[src/rtl/jpeg_bit_packer.sv]
// JPEG entropy bitstream packer: MSB-first code word concatenation, 1-padding on flush.
// Define JPEG_BYTE_STUFF_EN to insert a 0x00 after every emitted 0xFF byte.
module jpeg_bit_packer (
    input  logic        clock,
    input  logic        reset,
    input  logic        in_valid,
    output logic        in_ready,
    input  logic [31:0] in_bits,
    input  logic [5:0]  in_len,
    input  logic        in_flush,
    output logic        out_valid,
    input  logic        out_ready,
    output logic [7:0]  out_byte,
    output logic        flush_done,
    output logic [6:0]  bit_count
);

    localparam logic [63:0] TOP_BYTE = 64'hFF00_0000_0000_0000;

    logic [63:0] acc_q, acc_d;
    logic [6:0]  cnt_q, cnt_d;
    logic [7:0]  obyte_q, obyte_d;
    logic        ovalid_q, ovalid_d;
    logic        flushing_q, flushing_d;

    logic        stuffPending;
    logic        slotFree;
    logic        doExtract;
    logic        padNow;
    logic        accept;
    logic        flushDone;
    logic [6:0]  lenEff;
    logic [6:0]  appendCnt;
    logic [6:0]  shiftAmt;
    logic [31:0] wordMasked;

    assign slotFree  = !ovalid_q || out_ready;
    assign doExtract = slotFree && !stuffPending && (cnt_q >= 7'd8);
    assign padNow    = flushing_q && (cnt_q != 7'd0) && (cnt_q < 7'd8) && !doExtract;
    assign in_ready  = !flushing_q && (cnt_q <= 7'd32);
    assign accept    = in_valid && in_ready;
    assign flushDone = flushing_q && (cnt_q == 7'd0) && !stuffPending && slotFree;

    // Over-long lengths saturate at 32; a shift of 32 leaves 0, so the -1 gives all ones.
    assign lenEff     = (in_len > 6'd32) ? 7'd32 : {1'b0, in_len};
    assign wordMasked = in_bits & ((32'd1 << lenEff) - 32'd1);
    assign appendCnt  = doExtract ? (cnt_q - 7'd8) : cnt_q;
    assign shiftAmt   = 7'd64 - appendCnt - lenEff;

`ifdef JPEG_BYTE_STUFF_EN
    logic stuffPending_q, stuffPending_d;

    always_comb begin
        stuffPending_d = stuffPending_q;
        if (slotFree) begin
            if (stuffPending_q) begin
                stuffPending_d = 1'b0;
            end else if (cnt_q >= 7'd8) begin
                stuffPending_d = (acc_q[63:56] == 8'hFF);
            end
        end
    end

    always_ff @(posedge clock) begin
        if (reset) begin
            stuffPending_q <= 1'b0;
        end else begin
            stuffPending_q <= stuffPending_d;
        end
    end

    assign stuffPending = stuffPending_q;
`else
    assign stuffPending = 1'b0;
`endif

    always_comb begin
        acc_d      = acc_q;
        cnt_d      = cnt_q;
        obyte_d    = obyte_q;
        ovalid_d   = ovalid_q;
        flushing_d = flushing_q;

        if (slotFree) begin
            if (stuffPending) begin
                obyte_d  = 8'h00;
                ovalid_d = 1'b1;
            end else if (cnt_q >= 7'd8) begin
                obyte_d  = acc_q[63:56];
                ovalid_d = 1'b1;
                acc_d    = acc_q << 8;
                cnt_d    = cnt_q - 7'd8;
            end else begin
                ovalid_d = 1'b0;
            end
        end

        // Padding only happens while flushing, when in_ready is low, so it never meets an append.
        if (padNow) begin
            acc_d = acc_d | ((TOP_BYTE >> cnt_q) & TOP_BYTE);
            cnt_d = 7'd8;
        end

        if (accept) begin
            acc_d = acc_d | ({32'd0, wordMasked} << shiftAmt);
            cnt_d = appendCnt + lenEff;
            if (in_flush) begin
                flushing_d = 1'b1;
            end
        end

        if (flushDone) begin
            flushing_d = 1'b0;
        end
    end

    always_ff @(posedge clock) begin
        if (reset) begin
            acc_q      <= 64'd0;
            cnt_q      <= 7'd0;
            obyte_q    <= 8'h00;
            ovalid_q   <= 1'b0;
            flushing_q <= 1'b0;
        end else begin
            acc_q      <= acc_d;
            cnt_q      <= cnt_d;
            obyte_q    <= obyte_d;
            ovalid_q   <= ovalid_d;
            flushing_q <= flushing_d;
        end
    end

    assign out_valid  = ovalid_q;
    assign out_byte   = obyte_q;
    assign flush_done = flushDone;
    assign bit_count  = cnt_q;

endmodule

[config.mk]
export PLATFORM = sky130hd
export DESIGN_NAME = jpeg_bit_packer
export DESIGN_NICKNAME = d
export VERILOG_FILES = /design/src/rtl/jpeg_bit_packer.sv
export SDC_FILE = /design/constraint.sdc
export NUM_CORES = 1
export LEC_CHECK = 0
export BUFFER_PORTS_ARGS = -buffer_cell sky130_fd_sc_hd__buf_4
export CAP_MARGIN = 10
export CORE_MARGIN = 4
export CORE_UTILIZATION = 60
export CTS_CLUSTER_DIAMETER = 40
export DETAILED_ROUTE_END_ITERATION = 8
export PLACE_DENSITY = 0.84
export SETUP_SLACK_MARGIN = 0.3
export SLEW_MARGIN = 40
export SYNTH_ARGS = -nofsm -noshare
export SYNTH_HDL_FRONTEND = slang
export SYNTH_SLANG_ARGS = --single-unit
[constraint.sdc]
create_clock -name clock -period 5.2 [get_ports clock]
set_clock_uncertainty 0.1 [all_clocks]
set_input_delay 0.52 -clock clock [delete_from_list [all_inputs] [get_ports clock]]
set_output_delay 0.52 -clock clock [all_outputs]
set_load 0.01 [all_outputs]
---- Word-level counts from Yosys, hierarchy flattened ----
Index checks and enable logic that the tools add are counted.
cells by class
  shift operators ......................... 3
  muxes and demuxes ....................... 11
  add/subtract/negate cells ............... 5
  order comparisons ....................... 4
  bitwise gates (word level) .............. 3
  reduce and logical (&&, ||, !) cells .... 20
operators by type and width
  cell                   number
  $mux 64                4
  $or 64x64->64          2
  $shl 32x7->64          1
  $shr 64x7->64 const A  1
  $mux 7                 5
  $and 32x32->32         1
  $shl 1x6->32 const A   1
  $sub 32x1->32 const B  1
  $logic_and 1x1->1      8
  $add 7x6->7            1
  $ge 7x4->1 const B     1
  $le 7x6->1 const B     1
  $logic_not 7->1        1
  $lt 7x4->1 const B     1
  $reduce_bool 7->1      1
  $sub 7x4->7 const B    1
  $sub 7x6->7            1
  $sub 7x7->7 const A    1
  $gt 6x6->1 const B     1
  $mux 6                 1
  $reduce_and 2->1       3
  $reduce_bool 3->1      2
  $logic_not 1->1        3
  $reduce_or 2->1        1
  2 further kinds        2
word-level totals
  register bits ........................... 81
  output and inout port bits .............. 18
  bits of input ports ..................... 43
  logic and storage cells ................. 51

---- Logic depth before layout (Yosys ltp) ----
Gate-level depths: netlist of run 1.
  depth in word-level cells ............... 9
  gate-level depth with buffers ........... 20
  gate-level depth less buffers ........... 17

---- Worst setup path after synthesis of run 1 ----
OpenSTA, ideal clock, no wires.
  path type ............................... flip-flop to flip-flop
  start ................................... reg cnt_q[4] (netlist: bit_count[4])
  end ..................................... reg acc_q[60]
  path slack .............................. 0.564 ns
  stages on the path, launching flop included .. 18
  buffers on the path ..................... 2
  arrival ................................. 4.450 ns
  data required time ...................... 5.014 ns
  setup time .............................. 0.086 ns
  clock period less this slack ............ 4.636 ns
  cells stage by stage .................... dfxtp_1 > inv_1 > ha_1 > or4b_1 > and3_4 > nor2_1 > clkbuf_1 > xnor2_1 > inv_1 > ha_1 > ha_1 > a21o_1 > a21oi_1 > xor2_1 > clkbuf_1 > nand2_1 > o31a_1 > a221oi_2
between the ends
  cells in the longest elaborated chain, start to end .. 8
RTL lines
  item                      RTL line  source
  start: declaration        21        logic [6:0] cnt_q, cnt_d;
  start signal: assignment  126       cnt_q <= cnt_d;
  $ge 7x4->1                38, 88
  $logic_and 1x1->1         38        assign doExtract = slotFree && !stuffPending && (cnt_q >= 7'd8);
  $mux 7                    47        assign appendCnt = doExtract ? (cnt_q - 7'd8) : cnt_q;
  $sub 7x7->7               48        assign shiftAmt = 7'd64 - appendCnt - lenEff;
  $sub 7x6->7               48
  $shl 32x7->64             105       acc_d = acc_d | ({32'd0, wordMasked} << shiftAmt);
  $or 64x64->64             105
  $mux 64 (*)               104       if (accept) begin
  end signal: assignment    119       acc_q <= 64'd0;
  end signal: assignment    125       acc_q <= acc_d;
  end: declaration          20        logic [63:0] acc_q, acc_d;
Mark *: on every way between the ends. The rest lies on a longest branch, timed or not.
A chain may end at the register's enable or synchronous reset.

---- Worst setup path after layout of run 1 ----
  start ................................... reg cnt_q[4] (netlist: bit_count[4])
  end ..................................... reg acc_q[24]
The elaborated chain is that of the path after synthesis.

==> results.toml, run 1 <==
[outcome]
run_status = "finished clean"

[synth]
synthesis.instances = 1125
yosysWarnings = 0
edff_count_synth = 0
asyncSetResetFlopFracSynth = 0
mappedNetlistArea_sq_um = 8130
postSynthRegisterBits = 81
synth.net_count = 1191
yosys.cell_types.count = 102
synthesis.area_per_instance_sq_um = 7.23
sequential_to_total_area_share_from_yosys_stat = 0.199
synth-main-ff-cell = "sky130_fd_sc_hd__dfxtp_1"

[routing]
drc_errors = 0
viasPerCell = 7.13
route.antenna.remaining_nets = 0
routedWlPerCell_microns = 22.6
first_pass_iters = 6
wl_microns = 29900
first_iter_violations = 1599
total_via_count_after_detailed_routing = 9391

[hold_path]
hold_start = "acc_q[56]$_SDFF_PP0_"
min_path_cells = 2
timing.hold.worst_endpoint = "out_byte[0]$_SDFFE_PP0P_"
min-delay-path-class = "reg -> reg"

[worst_setup_path]
ff_to_ff_end = "acc_q[24]$_SDFF_PP0_"
family_with_the_most_delay_on_the_worst_path = "simple AND/OR/NAND/NOR gates"
slowest_delay_ps = 500
cp_cell_sequence = "inv_1 -> ha_1 -> or4b_1 -> and3_4 -> nor2_4 -> xnor2_1 -> inv_1 -> ha_1 -> ha_2 -> xor2_4 -> buf_4 -> nor2_1 -> a221o_2 -> nand2b_1 -> o211ai_1 -> a31oi_1"
worst-endpoint-arrival_ps = 4740
timing.reg2reg.worst_path_depth = 16
ws_path_type = "reg -> reg"
timing.critical_path.to_type = "register"
slack_of_the_worst_reg_to_reg_path_ps = 580
cp.required_ps = 5320
critical_path_buf_inv_count = 3
cell_with_the_largest_stage_delay_on_the_worst_path = "sky130_fd_sc_hd__a221o_2"
crit_path_max_fanout = 22
beginning_of_the_worst_register_to_register_path = "bit_count[4]$_SDFFE_PP0P_"
setup.worst_path.start_class = "register"

[timing]
maxSlewViolCount = 0
timing_hold_violations_final = 0
slew_headroom = 0.501
pin_slew_with_the_least_headroom_to_its_limit_ps = 749
post-route-period-util = 0.889
totalNegativeSetupSlack_ps = 0
report.final.setup_viol = 0
finalWorstPathRequiredPeriod_ps = 4620
fmax_mhz = 216
rsz0062_at_grt = "no"

[final_layout]
register_area_sq_um = 1620
most-common-layout-cells = "159 x sky130_fd_sc_hd__nand2_1, 100 x sky130_fd_sc_hd__nor2_1, 93 x sky130_fd_sc_hd__buf_4, 81 x sky130_fd_sc_hd__dfxtp_1, 72 x sky130_fd_sc_hd__a21oi_1"
post_route_cells_drive_above_1_share = 0.151
layout.nets = 1202
areaGrowthSynthToFinish_pct = 11.8
multi_input_area_sq_um = 6110
layout_commonest_cell = "sky130_fd_sc_hd__nand2_1"
num-fill-cells = 1198

[floorplanning]
die_x_microns = 124
core_area_sq_um = 13200
std_cell_rows = 42
fp.dieH_microns = 124
initial_utilization = 0.614
top_ports = 61
floorplan.die_area_sq_um = 15500

[placement]
place_congestion = 1.02
dp_hpwl_microns = 21900
buffer_ports.inserted = 60

[global_routing]
grt_resource_usage_total = 0.373
grt_first_pass_wirelength_microns = 47400
grt_pass1_vias = 8537
grt_antenna_before_repair = 0
grt_start_max_net_pins = 64
grt.overflow.total = 0

[cts]
htreeDepth = 3
clock_sink_count = 81
tritoncts = "built"
hold_fix_buffers_cts = 0
worst_path_clk_slew_ps = 60
cts_made_buffers = 9
max_clock_buf_depth = 2
clk-insertion-delay-late_ps = 360
clockRootBuffer = "sky130_fd_sc_hd__clkbuf_16"

[job]
max_cap_violations = 0
## worst reg2reg max path: cells and delay by family (launching register included)
family                   cells  cell delay (ps)
AND/OR/NAND/NOR              5             1210
AO/OA/AOI/OAI                3              770
XOR/XNOR                     2              560
adder cells (fa/ha/maj)      3              970
buffers and inverters        3              570
flip-flops                   1              340
## state kept, by name, indices dropped and copies added, names as in the netlist
name	flops
out_byte	8
acc_q	64
bit_count	7
flushing_q	1
out_valid	1
## per-layer routing
layer / wire length [microns] / up-vias / global-route usage
met4: 923 / 0 / 0.118
met5: 0 / - / 0
met3: 3390 / 88 / 0.0686
met2: 13300 / 627 / 0.592
met1: 12200 / 4382 / 0.512
li1: - / 4294 / -
## metrics by stage
step           area, sq um  hold slack, ps  std cells  utilization  setup WS, ps
6_report              9090             351       1318        0.686           578
5_1_grt               9080             378       1317        0.686           365
4_1_cts               9070             353       1317        0.685           487
3_5_place_dp          8750             343       1301        0.661           502
3_3_place_gp          8750             340       1301        0.661           581
2_1_floorplan         8130             327       1125            -           564
## cell families after synthesis
family,after synthesis,share of synthesized area
AND/OR/NAND/NOR,438,0.260
AO/OA/AOI/OAI,408,0.373
buffers and inverters,116,0.0585
flip-flops,81,0.199
multiplexers,44,0.0554
adder cells (fa/ha/maj),23,0.0382
XOR/XNOR,15,0.0162
## what timing repair did
| action | CTS | global route |
|---|---|---|
| setup buffers | 0 | 0 |
| gates resized for setup | 0 | 6 |
| endpoints found under the setup margin | 0 | 15 |
## worst max path at each step
stage | startpoint | end | slack (ps) | cells past startpoint
floorplan | bit_count[4]$_SDFFE_PP0P_ | acc_q[60]$_SDFF_PP0_ | 560 | 17
global placement | bit_count[4]$_SDFFE_PP0P_ | acc_q[61]$_SDFF_PP0_ | 580 | 18
detailed placement | bit_count[4]$_SDFFE_PP0P_ | acc_q[61]$_SDFF_PP0_ | 500 | 18
CTS | bit_count[4]$_SDFFE_PP0P_ | acc_q[61]$_SDFF_PP0_ | 490 | 18
global route | bit_count[4]$_SDFFE_PP0P_ | acc_q[45]$_SDFF_PP0_ | 370 | 18
finish | bit_count[4]$_SDFFE_PP0P_ | acc_q[24]$_SDFF_PP0_ | 580 | 16
## Yosys cell counts, types with 5 or more instances
library cell	n	area (sq um)
sky130_fd_sc_hd__and2_1	11	68.8
sky130_fd_sc_hd__o211ai_1	27	203
sky130_fd_sc_hd__o32ai_1	7	61.3
sky130_fd_sc_hd__inv_1	21	78.8
sky130_fd_sc_hd__o21ai_0	44	220
sky130_fd_sc_hd__a311o_1	7	70.1
sky130_fd_sc_hd__a32oi_1	9	78.8
sky130_fd_sc_hd__o31ai_1	11	82.6
sky130_fd_sc_hd__ha_1	20	250
sky130_fd_sc_hd__or2_1	6	37.5
sky130_fd_sc_hd__o21ai_1	12	60.1
sky130_fd_sc_hd__a311oi_1	5	43.8
sky130_fd_sc_hd__and3_1	7	43.8
sky130_fd_sc_hd__a211oi_1	13	97.6
sky130_fd_sc_hd__o21a_1	10	75.1
sky130_fd_sc_hd__o2111ai_1	6	52.6
sky130_fd_sc_hd__a221o_1	6	60.1
sky130_fd_sc_hd__nand2b_1	17	106
sky130_fd_sc_hd__nor2b_1	13	81.3
sky130_fd_sc_hd__nand2_1	161	604
sky130_fd_sc_hd__a21oi_1	73	365
sky130_fd_sc_hd__xor2_1	6	52.6
sky130_fd_sc_hd__nand4_1	6	37.5
sky130_fd_sc_hd__o211a_1	6	60.1
sky130_fd_sc_hd__xnor2_1	9	78.8
sky130_fd_sc_hd__a22oi_1	12	90.1
sky130_fd_sc_hd__o221ai_1	6	52.6
sky130_fd_sc_hd__dfxtp_1	81	1620
sky130_fd_sc_hd__a31o_2	6	52.6
sky130_fd_sc_hd__a21o_1	15	113
sky130_fd_sc_hd__nor4_1	7	43.8
sky130_fd_sc_hd__nor2_1	103	387
sky130_fd_sc_hd__a2bb2oi_1	7	61.3
sky130_fd_sc_hd__mux2i_1	41	410
sky130_fd_sc_hd__a221oi_1	9	78.8
sky130_fd_sc_hd__buf_2	20	100
sky130_fd_sc_hd__nand3_1	34	170
sky130_fd_sc_hd__clkbuf_1	69	259
sky130_fd_sc_hd__or3_1	8	50.1
sky130_fd_sc_hd__nor3_1	33	165
sky130_fd_sc_hd__o22ai_1	17	106
sky130_fd_sc_hd__a31oi_1	39	244
## final cells by class
cell class / instances / area share
repair buffers: 95 / 0.0812
clock inverters: 6 / 0.00991
inverters: 21 / 0.00868
multi-input cells: 928 / 0.672
well taps: 176 / 0.0242
flip-flops and latches: 81 / 0.178
clock buffers: 10 / 0.0252
diodes: 1 / 0.000275
Power of run 1 is left out: the tool's default activity adds up to more than one toggle a clock period on the data nets, which glitch-free logic cannot reach.
==> run 2, diff against run 1 <==
CTS_BUF_LIST = sky130_fd_sc_hd__clkbuf_8 sky130_fd_sc_hd__clkbuf_16   (was not set)
CTS_CLUSTER_DIAMETER = 150   (was 40)
SLEW_MARGIN = 30   (was 40)
==> run 2 against run 1 <==
Net effect:
- fmax grew 0.72%
- sequential share of layout area is essentially flat
- die area is the same
- worst setup slack gained 33 ps
- final cell count is essentially flat
- count of clock-buffer cells in the layout shrank 1
- core utilization is essentially flat
- critical path depth is the same
==> results.toml, run 2 (synthesized netlist as in run 1, its figures left out) <==
[final_layout]
areaGrowthSynthToFinish_pct = 11.7
layout.nets = 1202
largest_register = "acc_q"
register_area_sq_um = 1620
multi_input_area_sq_um = 6100
num-fill-cells = 1201
post_route_cells_drive_above_1_share = 0.149
layout_commonest_cell = "sky130_fd_sc_hd__nand2_1"
post-route-cell-area_sq_um = 9080
largest_reg_flops = 64
most-common-layout-cells = "159 x sky130_fd_sc_hd__nand2_1, 100 x sky130_fd_sc_hd__nor2_1, 93 x sky130_fd_sc_hd__buf_4, 81 x sky130_fd_sc_hd__dfxtp_1, 73 x sky130_fd_sc_hd__a21oi_1"

[routing]
wl_microns = 29900
total_via_count_after_detailed_routing = 9415
first_iter_violations = 1468
first_pass_iters = 8
drc_errors = 0
viasPerCell = 7.14
route.antenna.remaining_nets = 0
routedWlPerCell_microns = 22.7

[global_routing]
grt_start_max_net_pins = 64
grt.overflow.total = 0
grt_antenna_before_repair = 0
grt_resource_usage_total = 0.373
grt_pass1_vias = 8537
grt_first_pass_wirelength_microns = 47400

[floorplanning]
die_x_microns = 124
floorplan.die_area_sq_um = 15500
std_cell_rows = 42
initial_utilization = 0.614
core_area_sq_um = 13200
top_ports = 61
fp.dieH_microns = 124

[cts]
htreeDepth = 3
max_clock_buf_depth = 2
clk-insertion-delay-late_ps = 360
cts_made_buffers = 9
worst_path_clk_slew_ps = 70
clockRootBuffer = "sky130_fd_sc_hd__clkbuf_16"
tritoncts = "built"
clock_sink_count = 81
setup_bufs_post_cts = 0

[placement]
dpl_cell_area_sq_um = 8750
place_congestion = 1.02
dp_hpwl_microns = 21900
buffer_ports.inserted = 60
pre_cts_ws_ps = 502

[worst_setup_path]
cell_with_the_largest_stage_delay_on_the_worst_path = "sky130_fd_sc_hd__a221o_2"
slowest_delay_ps = 500
ws_path_type = "reg -> reg"
worst-endpoint-arrival_ps = 4710
crit_path_max_fanout = 22
timing.critical_path.to_type = "register"
setup.worst_path.start_class = "register"
cp_cell_sequence = "inv_1 -> ha_1 -> or4b_1 -> and3_4 -> nor2_4 -> xnor2_1 -> inv_1 -> ha_1 -> ha_2 -> xor2_4 -> buf_4 -> nor2_1 -> a221o_2 -> nand2b_1 -> o211ai_1 -> a31oi_1"
critical_path_buf_inv_count = 3
cp.required_ps = 5320
family_with_the_most_delay_on_the_worst_path = "simple AND/OR/NAND/NOR gates"

[timing]
totalNegativeSetupSlack_ps = 0
rsz0062_at_grt = "no"
timing_hold_violations_final = 0
maxSlewViolCount = 0
post-route-period-util = 0.883
finalWorstPathRequiredPeriod_ps = 4590
report.final.setup_viol = 0
pin_slew_with_the_least_headroom_to_its_limit_ps = 900
fin_ws_ps = 611
fmax_mhz = 218
slew_headroom = 0.400

[hold_path]
min-delay-path-class = "reg -> reg"

[job]
max_cap_violations = 0

[outcome]
run_status = "finished clean"
run 2: cell count changes in the layout (fill, tap and decap cells not counted), sizes merged:
cell    before  now
inv         22   23
diode        1    2
clkbuf      10    9
run 2: timing repair:
action / 4_1_cts / 5_1_grt
setup endpoints to repair: 0 / 14
gates resized for setup: 0 / 6
hold buffers: 0 / 0
run 2: metrics by stage:
stage / hold slack [ps] / instances / utilization
2_1_floorplan: 327 / 1125 / -
3_3_place_gp: 340 / 1301 / 0.661
3_5_place_dp: 343 / 1301 / 0.661
4_1_cts: 353 / 1317 / 0.685
5_1_grt: 378 / 1317 / 0.685
6_report: 350 / 1319 / 0.686
run 2: layout make-up:
cell class              instances  share of cell area
well taps                     176              0.0242
repair buffers                 95              0.0813
multi-input cells             928               0.672
inverters                      21             0.00868
flip-flops and latches         81               0.179
clock buffers                   9              0.0248
diodes                          2            0.000551
clock inverters                 7              0.0103
run 2: tightest hold or removal path, stage by stage (launching register included):
cell and delay [ps]:
sky130_fd_sc_hd__dfxtp_1 300, sky130_fd_sc_hd__nand2_1 50, sky130_fd_sc_hd__a21oi_1 50
run 2: worst paths after layout:
path / depth (start not counted) / end / startpoint / slack (ps)
worst min register to register: 2 / out_byte[0]$_SDFFE_PP0P_ / acc_q[56]$_SDFF_PP0_ / 350
worst min-delay path: 2 / out_byte[0]$_SDFFE_PP0P_ / acc_q[56]$_SDFF_PP0_ / 350
worst max-delay path: 16 / acc_q[24]$_SDFF_PP0_ / bit_count[4]$_SDFFE_PP0P_ / 610
worst max register to register: 16 / acc_q[24]$_SDFF_PP0_ / bit_count[4]$_SDFFE_PP0P_ / 610
run 2: layer usage:
layer / up-vias / part of all wire / GRT usage
met1: 4390 / 0.41 / 0.512
met2: 641 / 0.44 / 0.592
li1: 4284 / - / -
met4: 0 / 0.034 / 0.118
met5: - / 0 / 0
met3: 100 / 0.11 / 0.0686
Power of run 2 is left out for the same reason.
